File: src/rtl/sched_pkg.sv
// Shared definitions for the delayed-task wakeup block.
//   DEF_DEPTH / DEF_ID_W / DEF_TICK_W : default slot count, task-id width, tick width
//   slot_t                            : slot record {valid, id, wake} at default widths
//   state_t                           : scan FSM states
package sched_pkg;

  localparam int DEF_DEPTH  = 16;
  localparam int DEF_ID_W   = 8;
  localparam int DEF_TICK_W = 32;

  typedef struct packed {
    logic                  valid;
    logic [DEF_ID_W-1:0]   id;
    logic [DEF_TICK_W-1:0] wake;
  } slot_t;

  typedef enum logic [1:0] {
    ST_IDLE  = 2'd0,
    ST_SCAN  = 2'd1,
    ST_OFFER = 2'd2
  } state_t;

endpackage

File: src/rtl/delay_wakeup_if.sv
// Resume handshake between the delay table and the ready-list manager.
//   resume_tasktimer_out : valid, a due task is offered
//   idtasktimer_out      : id of the offered task
//   resume_ready_in      : accept from the lists manager
//
// Handshake: a transfer happens on a rising clock edge where valid and ready
// are both high. Once valid is raised, valid and the id stay unchanged until
// that transfer; valid never depends combinationally on ready. Reset may drop
// valid without a transfer.
interface delay_wakeup_if
  import sched_pkg::*;
#(
  parameter int ID_W = DEF_ID_W
);
  logic            resume_tasktimer_out;
  logic [ID_W-1:0] idtasktimer_out;
  logic            resume_ready_in;

  modport master (
    output resume_tasktimer_out,
    output idtasktimer_out,
    input  resume_ready_in
  );

  modport slave (
    input  resume_tasktimer_out,
    input  idtasktimer_out,
    output resume_ready_in
  );
endinterface

File: src/rtl/slot_finder.sv
// Combinational encoders over the slot table.
//   valid       : per-slot occupied flags
//   ids         : per-slot task ids
//   query_id    : id to look up
//   free_found  / free_idx  : lowest-index unoccupied slot
//   match_found / match_idx : lowest-index occupied slot holding query_id
module slot_finder
  import sched_pkg::*;
#(
  parameter int DEPTH = DEF_DEPTH,
  parameter int ID_W  = DEF_ID_W
) (
  input  logic [DEPTH-1:0]           valid,
  input  logic [DEPTH-1:0][ID_W-1:0] ids,
  input  logic [ID_W-1:0]            query_id,
  output logic                       free_found,
  output logic [$clog2(DEPTH)-1:0]   free_idx,
  output logic                       match_found,
  output logic [$clog2(DEPTH)-1:0]   match_idx
);
  localparam int IDX_W = $clog2(DEPTH);

  // Walking downwards leaves the lowest matching index as the final value.
  always_comb begin
    free_found  = 1'b0;
    free_idx    = '0;
    match_found = 1'b0;
    match_idx   = '0;
    for (int i = DEPTH - 1; i >= 0; i--) begin
      if (!valid[i]) begin
        free_found = 1'b1;
        free_idx   = IDX_W'(i);
      end
      if (valid[i] && (ids[i] == query_id)) begin
        match_found = 1'b1;
        match_idx   = IDX_W'(i);
      end
    end
  end
endmodule

File: src/rtl/delay_wakeup.sv
// Delayed-task table with tick-driven wakeup scan.
//   aclk, aresetn   : clock, asynchronous active-low reset
//   tick_in         : scheduler tick; each rising edge requests one scan
//   tickval_in      : current system tick count
//   ins_dlylist_in  : insert/refresh idtask_in with delay valdelay_in
//   cancel_in       : remove idtask_in from the table
//   resume_if       : resume handshake (master side)
//   count_out       : occupied slots (registered)
//   full_out        : all slots occupied (registered)
//   overflow_out    : one-cycle pulse when an insert is dropped
//   state_dbg_out   : scan FSM state
module delay_wakeup
  import sched_pkg::*;
#(
  parameter int DEPTH  = DEF_DEPTH,
  parameter int ID_W   = DEF_ID_W,
  parameter int TICK_W = DEF_TICK_W
) (
  input  logic                   aclk,
  input  logic                   aresetn,
  input  logic                   tick_in,
  input  logic [TICK_W-1:0]      tickval_in,
  input  logic                   ins_dlylist_in,
  input  logic [ID_W-1:0]        idtask_in,
  input  logic [TICK_W-1:0]      valdelay_in,
  input  logic                   cancel_in,
  delay_wakeup_if.master         resume_if,
  output logic [$clog2(DEPTH):0] count_out,
  output logic                   full_out,
  output logic                   overflow_out,
  output state_t                 state_dbg_out
);
  localparam int IDX_W = $clog2(DEPTH);
  localparam int CNT_W = IDX_W + 1;

  logic [DEPTH-1:0]             slot_valid, slot_valid_nxt;
  logic [DEPTH-1:0][ID_W-1:0]   slot_id;
  logic [DEPTH-1:0][TICK_W-1:0] slot_wake;

  state_t             state, state_nxt;
  logic [IDX_W-1:0]   ptr;
  logic               tick_q, pending;
  logic [TICK_W-1:0]  tsnap;
  logic [ID_W-1:0]    id_out_q;

  logic               free_found, match_found;
  logic [IDX_W-1:0]   free_idx, match_idx;

  slot_finder #(.DEPTH(DEPTH), .ID_W(ID_W)) u_finder (
    .valid       (slot_valid),
    .ids         (slot_id),
    .query_id    (idtask_in),
    .free_found  (free_found),
    .free_idx    (free_idx),
    .match_found (match_found),
    .match_idx   (match_idx)
  );

  logic tick_rise;
  assign tick_rise = tick_in & ~tick_q;

  // Wrap-safe due test: (tsnap - wake) read as signed is non-negative.
  logic signed [TICK_W-1:0] age;
  logic                     slot_due;
  assign age      = tsnap - slot_wake[ptr];
  assign slot_due = slot_valid[ptr] && (age >= 0);

  // FSM: state register
  always_ff @(posedge aclk or negedge aresetn) begin
    if (!aresetn) state <= ST_IDLE;
    else          state <= state_nxt;
  end

  logic ptr_last;
  assign ptr_last = (ptr == IDX_W'(DEPTH - 1));

  // FSM: next state
  always_comb begin
    state_nxt = state;
    case (state)
      ST_IDLE:  if (tick_rise || pending) state_nxt = ST_SCAN;
      ST_SCAN:  if (slot_due)             state_nxt = ST_OFFER;
                else if (ptr_last)        state_nxt = ST_IDLE;
      ST_OFFER: if (resume_if.resume_ready_in)
                  state_nxt = ptr_last ? ST_IDLE : ST_SCAN;
      default:  state_nxt = ST_IDLE;
    endcase
  end

  // FSM: outputs / control strobes
  logic start_scan, take_slot, xfer, scan_step;
  always_comb begin
    start_scan = (state == ST_IDLE) && (tick_rise || pending);
    take_slot  = (state == ST_SCAN) && slot_due;
    xfer       = (state == ST_OFFER) && resume_if.resume_ready_in;
    scan_step  = ((state == ST_SCAN) && !slot_due && !ptr_last) ||
                 (xfer && !ptr_last);
  end

  assign resume_if.resume_tasktimer_out = (state == ST_OFFER);
  assign resume_if.idtasktimer_out      = id_out_q;
  assign state_dbg_out                  = state;

  // Scan bookkeeping
  always_ff @(posedge aclk or negedge aresetn) begin
    if (!aresetn) begin
      ptr      <= '0;
      tick_q   <= 1'b0;
      pending  <= 1'b0;
      tsnap    <= '0;
      id_out_q <= '0;
    end else begin
      tick_q <= tick_in;
      if (tick_rise) tsnap <= tickval_in;
      // Edges arriving mid-scan collapse into one follow-up scan.
      if (tick_rise && (state != ST_IDLE)) pending <= 1'b1;
      else if (start_scan)                 pending <= 1'b0;
      if (start_scan)     ptr <= '0;
      else if (scan_step) ptr <= ptr + 1'b1;
      if (take_slot) id_out_q <= slot_id[ptr];
    end
  end

  // Table update. idtask_in is shared by insert and cancel, so a
  // simultaneous pair always names the same id and cancel wins.
  logic              ins_go, wr_en, ovf_nxt;
  logic [IDX_W-1:0]  wr_idx;
  logic [TICK_W-1:0] dly, wake_new;
  logic [CNT_W-1:0]  cnt_nxt;

  assign ins_go   = ins_dlylist_in && !cancel_in;
  assign dly      = (valdelay_in == '0) ? TICK_W'(1) : valdelay_in;
  assign wake_new = tickval_in + dly;

  always_comb begin
    slot_valid_nxt = slot_valid;
    wr_en          = 1'b0;
    wr_idx         = '0;
    ovf_nxt        = 1'b0;
    if (take_slot) slot_valid_nxt[ptr] = 1'b0;
    if (cancel_in && match_found) slot_valid_nxt[match_idx] = 1'b0;
    if (ins_go) begin
      if (match_found) begin
        wr_en  = 1'b1;
        wr_idx = match_idx;
      end else if (free_found) begin
        wr_en  = 1'b1;
        wr_idx = free_idx;
      end else begin
        ovf_nxt = 1'b1;
      end
    end
    // A refresh of the slot being resumed re-arms it with the new wake.
    if (wr_en) slot_valid_nxt[wr_idx] = 1'b1;
    cnt_nxt = '0;
    for (int i = 0; i < DEPTH; i++) cnt_nxt = cnt_nxt + CNT_W'(slot_valid_nxt[i]);
  end

  always_ff @(posedge aclk or negedge aresetn) begin
    if (!aresetn) begin
      slot_valid   <= '0;
      count_out    <= '0;
      full_out     <= 1'b0;
      overflow_out <= 1'b0;
    end else begin
      slot_valid   <= slot_valid_nxt;
      count_out    <= cnt_nxt;
      full_out     <= (cnt_nxt == CNT_W'(DEPTH));
      overflow_out <= ovf_nxt;
    end
  end

  // Payload is qualified by slot_valid, so it needs no reset.
  always_ff @(posedge aclk) begin
    if (wr_en) begin
      slot_id[wr_idx]   <= idtask_in;
      slot_wake[wr_idx] <= wake_new;
    end
  end
endmodule

File: src/flat_wrapper.sv
// flat-port wrapper written by rule: the top's interface ports become plain ports
module delay_wakeup_flat import sched_pkg::*;
#(
  parameter int DEPTH  = DEF_DEPTH,
  parameter int ID_W   = DEF_ID_W,
  parameter int TICK_W = DEF_TICK_W
)
  (aclk, aresetn, tick_in, tickval_in, ins_dlylist_in, idtask_in, valdelay_in, cancel_in, count_out, full_out, overflow_out, state_dbg_out, resume_if_resume_tasktimer_out, resume_if_idtasktimer_out, resume_if_resume_ready_in);
  delay_wakeup_if #(.ID_W(ID_W)) resume_if_i ();
  input  logic aclk;
  input  logic aresetn;
  input  logic tick_in;
  input  logic [TICK_W-1:0] tickval_in;
  input  logic ins_dlylist_in;
  input  logic [ID_W-1:0] idtask_in;
  input  logic [TICK_W-1:0] valdelay_in;
  input  logic cancel_in;
  output logic [$clog2(DEPTH):0] count_out;
  output logic full_out;
  output logic overflow_out;
  output state_t state_dbg_out;
  output wire logic [$bits(resume_if_i.resume_tasktimer_out)-1:0] resume_if_resume_tasktimer_out;
  output wire logic [$bits(resume_if_i.idtasktimer_out)-1:0] resume_if_idtasktimer_out;
  input wire logic [$bits(resume_if_i.resume_ready_in)-1:0] resume_if_resume_ready_in;
  assign resume_if_resume_tasktimer_out = resume_if_i.resume_tasktimer_out;
  assign resume_if_idtasktimer_out = resume_if_i.idtasktimer_out;
  assign resume_if_i.resume_ready_in = resume_if_resume_ready_in;
  delay_wakeup #(.DEPTH(DEPTH), .ID_W(ID_W), .TICK_W(TICK_W)) u_core (.aclk(aclk), .aresetn(aresetn), .tick_in(tick_in), .tickval_in(tickval_in), .ins_dlylist_in(ins_dlylist_in), .idtask_in(idtask_in), .valdelay_in(valdelay_in), .cancel_in(cancel_in), .resume_if(resume_if_i), .count_out(count_out), .full_out(full_out), .overflow_out(overflow_out), .state_dbg_out(state_dbg_out));
endmodule
File: config.mk
export PLATFORM = sky130hd
export DESIGN_NAME = delay_wakeup_flat
export DESIGN_NICKNAME = d
export VERILOG_FILES = /design/src/rtl/sched_pkg.sv /design/src/rtl/delay_wakeup_if.sv /design/src/rtl/slot_finder.sv /design/src/rtl/delay_wakeup.sv /design/src/flat_wrapper.sv
export SDC_FILE = /design/constraint.sdc
export NUM_CORES = 1
export LEC_CHECK = 0
export CAP_MARGIN = 10
export CORE_MARGIN = 2
export CORE_UTILIZATION = 62
export CTS_CLUSTER_DIAMETER = 80
export DETAILED_ROUTE_END_ITERATION = 12
export GPL_TIMING_DRIVEN = 0
export PLACE_DENSITY = 0.8
export SLEW_MARGIN = 25
export SYNTH_ARGS = -nofsm -noshare
export SYNTH_HDL_FRONTEND = slang
export SYNTH_SLANG_ARGS = --single-unit
File: constraint.sdc
create_clock -name aclk -period 9.16 [get_ports aclk]
set_clock_uncertainty 0.15 [all_clocks]
set_input_delay 1.832 -clock aclk [delete_from_list [all_inputs] [get_ports aclk]]
set_output_delay 1.832 -clock aclk [all_outputs]
set_load 0.005 [all_outputs]
==> out/qor.yml <==
clkLatencyLatePin_ps: 630
netlist_top_cells_count: "edfxtp_1, mux4_2, xnor2_1"
io_buffers: 95
cts_buffers: 74
grt_util_all_layers_pct: 33.2
grt_pass1_wl_mm: 126
max_freq_ghz: 0.113
path_clk_slew_ps: 60
hold_viol_final: 0
crit_path_max_incr_delay_ps: 500
syn_nets: 1995
setup_viol: 0
netlist.area_leader.share_pct: 60.2
whs_endpoint: "u_core.resume_if.idtasktimer_out[4]"
pwr-share-seq_pct: 36.3
maxSlewViolCount: 0
synth-seq-area-share_pct: 65.8
drtPass1Iterations: 6
drive_above_1_share_pct: 24.7
wire_per_inst_um: 31.1
status: "completed"
cts_tree: "done"
wirelength_mm: 86.6
grt_max_degree: 55
yosysUniqueCellTypes: 74
area_growth_syn_to_layout_pct: 18.0
synthFlopType: "edfxtp_1"
yosysMostFrequentCell: "edfxtp_1"
fillers: 2944
final_area_um2: 37700
pwr-share-clk_pct: 27.5
r2r_slack_ps: 320
via_per_inst: 6.79
placed_area_um2: 34900
start_util_pct: 62.5
antenna-diode-count: 0
arrival_ps: 9200
worstMarginPinSlew_ps: 1040
synth.area.top_cells: "edfxtp_1, mux4_2, dfrtp_1"
synth_cells: 1835
min_path_type: "reg2reg"
htreeDepth: 3
p_leak_nw: 12.7
cp_max_fo: 10
final_cells: 2785
powerDensity_nw_per_um2: 292
cts_max_path_buffers: 3
cts_root_buf: "clkbuf_16"
io-pin-count: 96
rsz0062_at_grt: "false"
ys_ff_latch: 711
drv_cap: 0
cp-end-kind: "flip-flop"
num_vias: 18902
ant_nets: 0
ys_warn_count: 0
place_inst: 2653
regToRegEndpoint: "u_core.full_out"
switching_share_pct: 32.8
fin_crit_ps: 8840
setup_slack_ps: 321
critPathKind: "reg2reg"
hold_start: "u_core.resume_if.idtasktimer_out[4]"
worstRegToRegCells: 29
die_h_um: 231
gp_congestion: 0.944
post-route-period-util_pct: 96.5
post-dp-hpwl_mm: 58.0
clock_sink_count: 711
cts_setup_buffers: 0
syn_area_um2: 31900
power_frac_comb_pct: 36.2
dieArea_um2: 53300
min_path_cells: 2
slowest_stage: "mux4_2"
grt_pass1_vias: 19361
synth_area_per_cell_um2: 17.4
fin_nets: 2206
required_ps: 9520
yosys.area.top_type: "edfxtp_1"
critPathMostFrequentCell: "fa_1"
p_int_mw: 7.39
row_count: 83
drtIter0Drc: 2194
coreArea_um2: 51100
max-slew-margin-rel_pct: 29.9
fin_total_pwr_mw: 11.0
antenna_found_initial: 0
cp-startpoint: "u_core.ptr[1]"
die_x_um: 231
drc: 0
p_switching_mw: 3.60
regToRegStartpoint: "u_core.ptr[1]"
overflow: 0
crit_path_start_kind: "flip-flop"
hold_slack_ps: 322
synth-async-reset-ratio_pct: 9.99
synth_enable_flop_cells: 640
post-place-ws_ps: -1570
peakVddDrop_mv: 0.265
power by group through the flow:
stage,Clock (mW),Sequential [mW],Combinational (mW)
floorplan,0,4.01,2.63
global placement,0,4.06,3.60
detailed placement,0,4.05,3.83
CTS,3.04,3.99,3.90
global route,3.16,4.00,4.30
finish,3.02,3.99,3.98
worst max-delay path by stage:
| stage | end | cells past startpoint |
|---|---|---|
| CTS | u_core.full_out | 28 |
| finish | u_core.full_out | 29 |
| detailed placement | u_core.full_out | 29 |
| global placement | u_core.full_out | 30 |
| floorplan | u_core.full_out | 30 |
| global route | u_core.full_out | 25 |
placed cells by master (no fill, tap or decap), drive strengths merged, types with 4 or more instances in the layout:
| cell type | instances |
|---|---|
| a211oi | 5 |
| a21o | 14 |
| a21oi | 43 |
| a31oi | 9 |
| and4 | 11 |
| buf | 79 |
| bufinv | 6 |
| clkbuf | 156 |
| clkdlybuf4s50 | 86 |
| clkinv | 31 |
| clkinvlp | 7 |
| dfrtp | 71 |
| dlymetal6s2s | 8 |
| edfxtp | 640 |
| fa | 11 |
| ha | 71 |
| inv | 59 |
| mux2 | 31 |
| mux2i | 5 |
| mux4 | 205 |
| nand2 | 85 |
| nand2b | 7 |
| nand3 | 30 |
| nand4 | 28 |
| nor2 | 58 |
| nor2b | 13 |
| nor3 | 32 |
| nor4 | 17 |
| o211ai | 8 |
| o21a | 4 |
| o21ai | 52 |
| o21bai | 7 |
| o22ai | 13 |
| o2bb2ai | 4 |
| or2 | 5 |
| xnor2 | 130 |
| xor2 | 27 |
critical path: cells and delay by family, from the launching register on:
family	cells	cell delay, ps
adders and majority gates	8	3370
muxes	3	1200
xor gates and xnor gates	1	200
and+or+nand+nor	4	600
DFF	1	460
AOI/OAI and AO/OA	6	1250
buffers and inverters	7	1490
state kept, by name (all words and copies together) (netlist names):
signal                            count
u_core.ptr                            4
u_core.tsnap                         32
u_core.resume_if.idtasktimer_out      8
u_core.count_out                      5
u_core.slot_wake                    512
u_core.full_out                       1
u_core.pending                        1
u_core.state_dbg_out                  2
u_core.overflow_out                   1
u_core.tick_q                         1
u_core.slot_valid                    16
u_core.slot_id                      128
cell families (layout without fill, tap and decap cells):
kind of cell	after synthesis	in the layout	share of synthesized area, %
flip-flops	711	711	65.8
AND/OR/NAND/NOR	302	302	4.84
multiplexers	241	241	15.7
AO/OA/AOI/OAI	180	180	3.62
buffers and inverters	162	432	2.30
XOR/XNOR	157	157	4.31
adder cells (fa/ha/maj)	82	82	3.47
layout make-up:
cell class	count	area, µm²	area share [%]
repair buffers	138	2030	5.38
flip-flops and latches	711	21000	55.7
multi-input cells	962	10500	28.0
well taps	680	851	2.26
inverters	57	214	0.568
clock buffers	89	1990	5.29
plain buffers	102	623	1.65
clock inverters	46	433	1.15
metrics by stage:
step | setup TNS [ps] | utilization (%)
2_1_floorplan | 0 | -
6_report | 0 | 73.7
3_3_place_gp | -482190 | 66.0
5_1_grt | 0 | 73.7
4_1_cts | 0 | 73.2
3_5_place_dp | -7470 | 68.4
routing by layer:
layer	wire [µm]	vias up	GRT usage, %
met5	0	-	0
met4	4080	0	13.5
met3	8540	265	6.76
met2	43200	1263	55.8
met1	30800	9649	42.8
li1	-	7725	-
timing repair:
item                                    4_1_cts  5_1_grt
endpoints found under the setup margin        6        5
pin swaps                                     1        1
hold buffers                                  0        0
gates resized for setup                      45       43
(Power assumes the default switching activity.)
